## config.mk

```make
export PLATFORM = sky130hd
export DESIGN_NAME = seg_scan_ctrl_flat
export DESIGN_NICKNAME = d
export VERILOG_FILES = /design/src/rtl/seg_scan_ctrl_if.sv /design/src/rtl/seg_scan_ctrl.sv /design/src/flat_wrapper.sv
export SDC_FILE = /design/constraint.sdc
export NUM_CORES = 1
export LEC_CHECK = 0
export CAP_MARGIN = 10
export CORE_MARGIN = 4
export CORE_UTILIZATION = 50
export DETAILED_ROUTE_END_ITERATION = 16
export HOLD_SLACK_MARGIN = 0.02
export PLACE_DENSITY_LB_ADDON = 0.25
export SLEW_MARGIN = 20
export SYNTH_ARGS = -nofsm -noshare
export SYNTH_HDL_FRONTEND = slang
export SYNTH_SLANG_ARGS = --single-unit
export TNS_END_PERCENT = 10
```

## constraint.sdc

```tcl
create_clock -name clk -period 5 [get_ports clk]
set_input_delay 1 -clock clk [delete_from_list [all_inputs] [get_ports clk]]
set_output_delay 1 -clock clk [all_outputs]
set_load 0.005 [all_outputs]
```

## src/rtl/seg_scan_ctrl_if.sv

```systemverilog
// rtl/seg_scan_ctrl_if.sv - frame-boundary load handshake between the ROM data path and the scan controller
interface seg_scan_ctrl_if;
  logic        load_req;
  logic [15:0] load_data;
  logic        load_ack;

  modport master (output load_req, output load_data, input load_ack);
  modport slave  (input load_req, input load_data, output load_ack);
endinterface

```

## src/rtl/seg_scan_ctrl.sv

```systemverilog
// rtl/seg_scan_ctrl.sv - 4-digit multiplexed 7-segment scan controller with blanking and tear-free shadow load
module seg_scan_ctrl #(
  parameter int BASE_SHIFT = 13,
  parameter int BLANK_CYC  = 4
) (
  input  logic             clk,
  input  logic             clr,
  input  logic [1:0]       div_sel,
  input  logic             blank_en,
  seg_scan_ctrl_if.slave   ld,
  output logic [3:0]       an,
  output logic [6:0]       seg,
  output logic             frame_done
);

  localparam int CW = BASE_SHIFT + 3;

  typedef enum logic {BLANK, LIT} state_t;

  state_t        state, state_nx;
  logic [CW-1:0] cnt;
  logic [CW-1:0] last;
  logic [1:0]    sel;
  logic [1:0]    digit;
  logic [15:0]   shadow;
  logic [3:0]    nib;
  logic          tick, blank_done, frame;
  logic [3:0]    an_nx;
  logic [6:0]    seg_nx;

  // Slot length is 2^(BASE_SHIFT+sel); for sel=3 the mask covers every counter bit.
  assign last       = ~({CW{1'b1}} << (BASE_SHIFT + 32'(sel)));
  assign tick       = (cnt == last);
  assign blank_done = (cnt == CW'(BLANK_CYC - 1));
  assign frame      = tick && (digit == 2'd3);
  assign nib        = shadow[{digit, 2'b00} +: 4];

  function automatic logic [6:0] decode(input logic [3:0] v);
    case (v)
      4'h0: decode = 7'b1000000;
      4'h1: decode = 7'b1111001;
      4'h2: decode = 7'b0100100;
      4'h3: decode = 7'b0110000;
      4'h4: decode = 7'b0011001;
      4'h5: decode = 7'b0010010;
      4'h6: decode = 7'b0000010;
      4'h7: decode = 7'b1111000;
      4'h8: decode = 7'b0000000;
      4'h9: decode = 7'b0010000;
      4'hA: decode = 7'b0001000;
      4'hB: decode = 7'b0000011;
      4'hC: decode = 7'b1000110;
      4'hD: decode = 7'b0100001;
      4'hE: decode = 7'b0000110;
      default: decode = 7'b0001110;
    endcase
  endfunction

  // Outputs are registered from the next state so an and seg switch on the same edge as the FSM.
  always_comb begin
    state_nx = state;
    an_nx    = 4'b1111;
    seg_nx   = 7'b1111111;
    if (tick)
      state_nx = BLANK;
    else if (state == BLANK && blank_done)
      state_nx = LIT;
    if (state_nx == LIT) begin
      seg_nx = decode(nib);
      if (!blank_en)
        an_nx = 4'(~(4'b0001 << digit));
    end
  end

  always_ff @(posedge clk or posedge clr) begin
    if (clr) begin
      state       <= BLANK;
      cnt         <= '0;
      sel         <= 2'd0;
      digit       <= 2'd0;
      shadow      <= 16'h0000;
      an          <= 4'b1111;
      seg         <= 7'b1111111;
      frame_done  <= 1'b0;
      ld.load_ack <= 1'b0;
    end else begin
      state       <= state_nx;
      an          <= an_nx;
      seg         <= seg_nx;
      frame_done  <= frame;
      ld.load_ack <= frame && ld.load_req;
      if (frame && ld.load_req)
        shadow <= ld.load_data;
      if (tick) begin
        cnt   <= '0;
        sel   <= div_sel;
        digit <= digit + 2'd1;
      end else begin
        cnt <= cnt + 1'b1;
      end
    end
  end

endmodule

```

## src/flat_wrapper.sv

```systemverilog
// flat-port wrapper written by rule: the top's interface ports become plain ports
module seg_scan_ctrl_flat 
#(
  parameter int BASE_SHIFT = 13,
  parameter int BLANK_CYC  = 4
)
  (clk, clr, div_sel, blank_en, an, seg, frame_done, ld_load_req, ld_load_data, ld_load_ack);
  seg_scan_ctrl_if ld_i ();
  input  logic clk;
  input  logic clr;
  input  logic [1:0] div_sel;
  input  logic blank_en;
  output logic [3:0] an;
  output logic [6:0] seg;
  output logic frame_done;
  input wire logic [$bits(ld_i.load_req)-1:0] ld_load_req;
  input wire logic [$bits(ld_i.load_data)-1:0] ld_load_data;
  output wire logic [$bits(ld_i.load_ack)-1:0] ld_load_ack;
  assign ld_i.load_req = ld_load_req;
  assign ld_i.load_data = ld_load_data;
  assign ld_load_ack = ld_i.load_ack;
  seg_scan_ctrl #(.BASE_SHIFT(BASE_SHIFT), .BLANK_CYC(BLANK_CYC)) u_core (.clk(clk), .clr(clr), .div_sel(div_sel), .blank_en(blank_en), .ld(ld_i), .an(an), .seg(seg), .frame_done(frame_done));
endmodule
```

==> impl_metrics.tcl <==
set metrics [dict create \
    power.share.clock_pct 36.0 \
    ys.flop_type "dfrtp_1" \
    drc_errors 0 \
    postSynthCellCount 220 \
    final_util_pct 62.13 \
    crit_family "simple AND/OR/NAND/NOR gates" \
    required_ns 5.22 \
    ir_drop_v 0.0001275 \
    p_leak_nw 1.251 \
    grt_pass1_wl_um 7320 \
    final_net_count 285 \
    outcome "finished, final reports clean" \
    rsz0062_at_grt "false" \
    switchingPower_uw 141.0 \
    syn-mean-instance-area_um2 11.47 \
    power_density_mw_per_mm2 224.9 \
    synth-seq-cells 50 \
    drtAntennaViolNets 0 \
    clock_path_buffers 2 \
    drive_gt1_share_pct 17.79 \
    yosysTopAreaCellShare_pct 38.67 \
    start_kind "flip-flop" \
    async_flop_share_pct 100.0 \
    clock_latency_ns 0.31 \
    yosys.area.top_type "dfrtp_1" \
    ys_top_cells_by_area "dfrtp_1, dfstp_2, mux2_2, ha_1, nor2_1" \
    synth-edff-count 0 \
    crit_type "reg2reg" \
    cts_tree "done" \
    power_frac_comb_pct 3.8 \
    grt_max_degree 51 \
    fp.dieArea_mm2 0.006248 \
    drt_iter0_markers 92 \
    ys_seq_area_share_pct 50.12 \
    die_w_um 79.05 \
    syn2layout_area_growth_pct 18.59 \
    worst-path-buf-inv 1 \
    track_usage_pct 15.03 \
    pre_cts_slack_ns 2.291 \
    slowest_stage "a211oi_4" \
    ff2ff_path_depth 6 \
    critPathMaxFanout 16 \
    drt-total-wl_um 4306 \
    timing.fmax_ghz 0.3966 \
    setup-violations-final 0 \
    clock_skew_ns 0.01028 \
    path_cells "ha_1 > inv_1 > or4_4 > a211oi_4 > nor2_1 > o21ai_0" \
    ios 35 \
    port_buffers 34 \
    crit_path_end_kind "flip-flop" \
    p_int_uw 532.1 \
    grt_pass1_vias 1590 \
    row_count 25 \
    wl_per_cell_um 13.46 \
    core_area_mm2 0.004817 \
    antenna_found_initial 0 \
    die_h_um 79.05 \
    tightest_slew_ns 0.8228 \
    tns_ns 0 \
    avgViaCountPerCell 5.375 \
    grt_overflow 0 \
    drv_cap 0 \
    period_share_pct 50.43 \
    swShare_pct 20.95 \
    fill_cells 401 \
    initial_utilization_pct 52.39 \
    dr.pass1.iters 4 \
    crit_path_max_incr_delay_ns 0.58 \
    cts.clk_slew.worst_paths_ns 0.09 \
    synth.distinct_cells 47 \
    hold_slack_ns 0.4987 \
    h-tree-depth 2 \
    numCtsBuffers 5 \
    arrival_ns 2.74 \
    min_delay_path_depth 1 \
    netlist_area_mm2 0.002524 \
    yosys_warnings 0 \
    cts_setup_buffers 0 \
    multi_input_area_mm2 0.001170 \
    cts_resized 0 \
    globalplace.congestion 0.7642 \
    hold_buffers 0 \
    finalCriticalPeriod_ns 2.522 \
    seq_power_share_pct 60.2 \
    antenna_cells 0 \
    cts-root-buf "clkbuf_8" \
    hpwl_um 3053 \
    cts_sinks 50 \
    finalMaxSlewViolations 0 \
    min-delay-path-class "reg2reg" \
    worstSetupPathDepth 6 \
    synth_nets 253 \
    seq_area_mm2 0.001265 \
    vias 1720 \
    slew_headroom_pct 45.08 \
    worst_slack_ns 2.478 \
    hold_viol_final 0 \
]
[synthesized netlist by cell type, types with 2 or more instances]
cell type / instances
clkbuf_1: 3
nand2_1: 15
nand3b_1: 5
mux2_2: 17
dfrtp_1: 39
xor2_1: 8
and2_1: 2
nor4_1: 3
xnor2_1: 6
nor2b_1: 2
dfstp_2: 11
a22oi_1: 4
nand4_1: 5
nor3_1: 7
inv_1: 10
nand3_1: 10
nor2_1: 19
mux2i_1: 5
mux4_2: 3
ha_1: 11
buf_2: 2
mux2_1: 2
o211ai_1: 2
o21ai_0: 5
buf_4: 2
[power groups by stage]
| stage | registers (mW) | clock network [mW] | logic, mW |
|---|---|---|---|
| floorplan | 0.413 | 0 | 0.00662 |
| global placement | 0.413 | 0 | 0.0262 |
| detailed placement | 0.413 | 0 | 0.0264 |
| CTS | 0.405 | 0.252 | 0.0264 |
| global route | 0.405 | 0.269 | 0.0283 |
| finish | 0.405 | 0.242 | 0.0255 |
[sequential cells by signal, summed over array words and instances (netlist names)]
signal / count
u_core.shadow: 16
u_core.state: 1
u_core.seg: 7
u_core.frame_done: 1
u_core.an: 4
u_core.ld.load_ack: 1
u_core.sel: 2
u_core.cnt: 16
u_core.digit: 2
[final timing paths]
check | startpoint | to | slack, ns
setup / recovery | u_core.cnt[0] | u_core.seg[0] | 2.48
hold / removal | u_core.cnt[0] | u_core.cnt[0] | 0.50
setup reg to reg | u_core.cnt[0] | u_core.seg[0] | 2.48
hold reg to reg | u_core.cnt[0] | u_core.cnt[0] | 0.50
max in group asynchronous | clr | u_core.digit[1] | 3.36
min in group asynchronous | clr | u_core.shadow[11] | 1.14
[final cells by class]
| type | count | area share, % |
|---|---|---|
| Sequential cell | 50 | 42.27 |
| Multi-Input combinational cell | 151 | 39.09 |
| Timing Repair Buffer | 34 | 11.37 |
| Tap cell | 67 | 2.801 |
| Clock buffer | 6 | 2.759 |
| Inverter | 10 | 1.296 |
| Clock inverter | 2 | 0.4181 |
[layout by cell type (no fill, tap or decap), types with 2 or more instances in the layout]
master | netlist | layout
nand4_1 | 5 | 5
xor2_1 | 8 | 8
mux2_2 | 17 | 17
dfrtp_1 | 39 | 39
mux2_1 | 2 | 2
dfstp_2 | 11 | 11
nor2_1 | 19 | 19
nor3_1 | 7 | 7
and2_1 | 2 | 2
nor4_1 | 3 | 3
nor2b_1 | 2 | 2
xnor2_1 | 6 | 6
mux4_2 | 3 | 3
clkbuf_8 | 0 | 6
nand3b_1 | 5 | 5
a22oi_1 | 4 | 4
o21ai_0 | 5 | 5
clkdlybuf4s50_1 | 0 | 34
o211ai_1 | 2 | 2
mux2i_1 | 5 | 5
inv_1 | 10 | 9
nand2_1 | 15 | 15
nand3_1 | 10 | 10
clkinv_2 | 0 | 2
ha_1 | 11 | 11
[through the flow]
stage / total power, mW / cell area (um2) / instances
after floorplan: 0.4196 / 2524 / 220
after global placement: 0.4391 / 2897 / 312
after detailed placement: 0.4394 / 2897 / 312
after CTS: 0.6839 / 2992 / 320
after global routing: 0.7029 / 2993 / 320
final: 0.6731 / 2993 / 320
[routing by layer]
layer | track usage (%) | up-vias | share of wire, %
li1 | - | 843 | -
met1 | 21.22 | 828 | 48
met2 | 22.22 | 44 | 44
met3 | 3.968 | 5 | 5.9
met4 | 5.670 | 0 | 1.6
met5 | 0 | - | 0
[kinds of logic after synthesis]
kind of cell | after synthesis | share of synthesized area, %
AOI/OAI and AO/OA | 22 | 6.693
xor gates and xnor gates | 14 | 4.859
adders and majority gates | 11 | 5.454
buffers and inverters | 19 | 3.520
DFF | 50 | 50.12
muxes | 27 | 13.14
and+or+nand+nor | 77 | 16.21
Note: power is estimated with default switching activity, not from simulation.
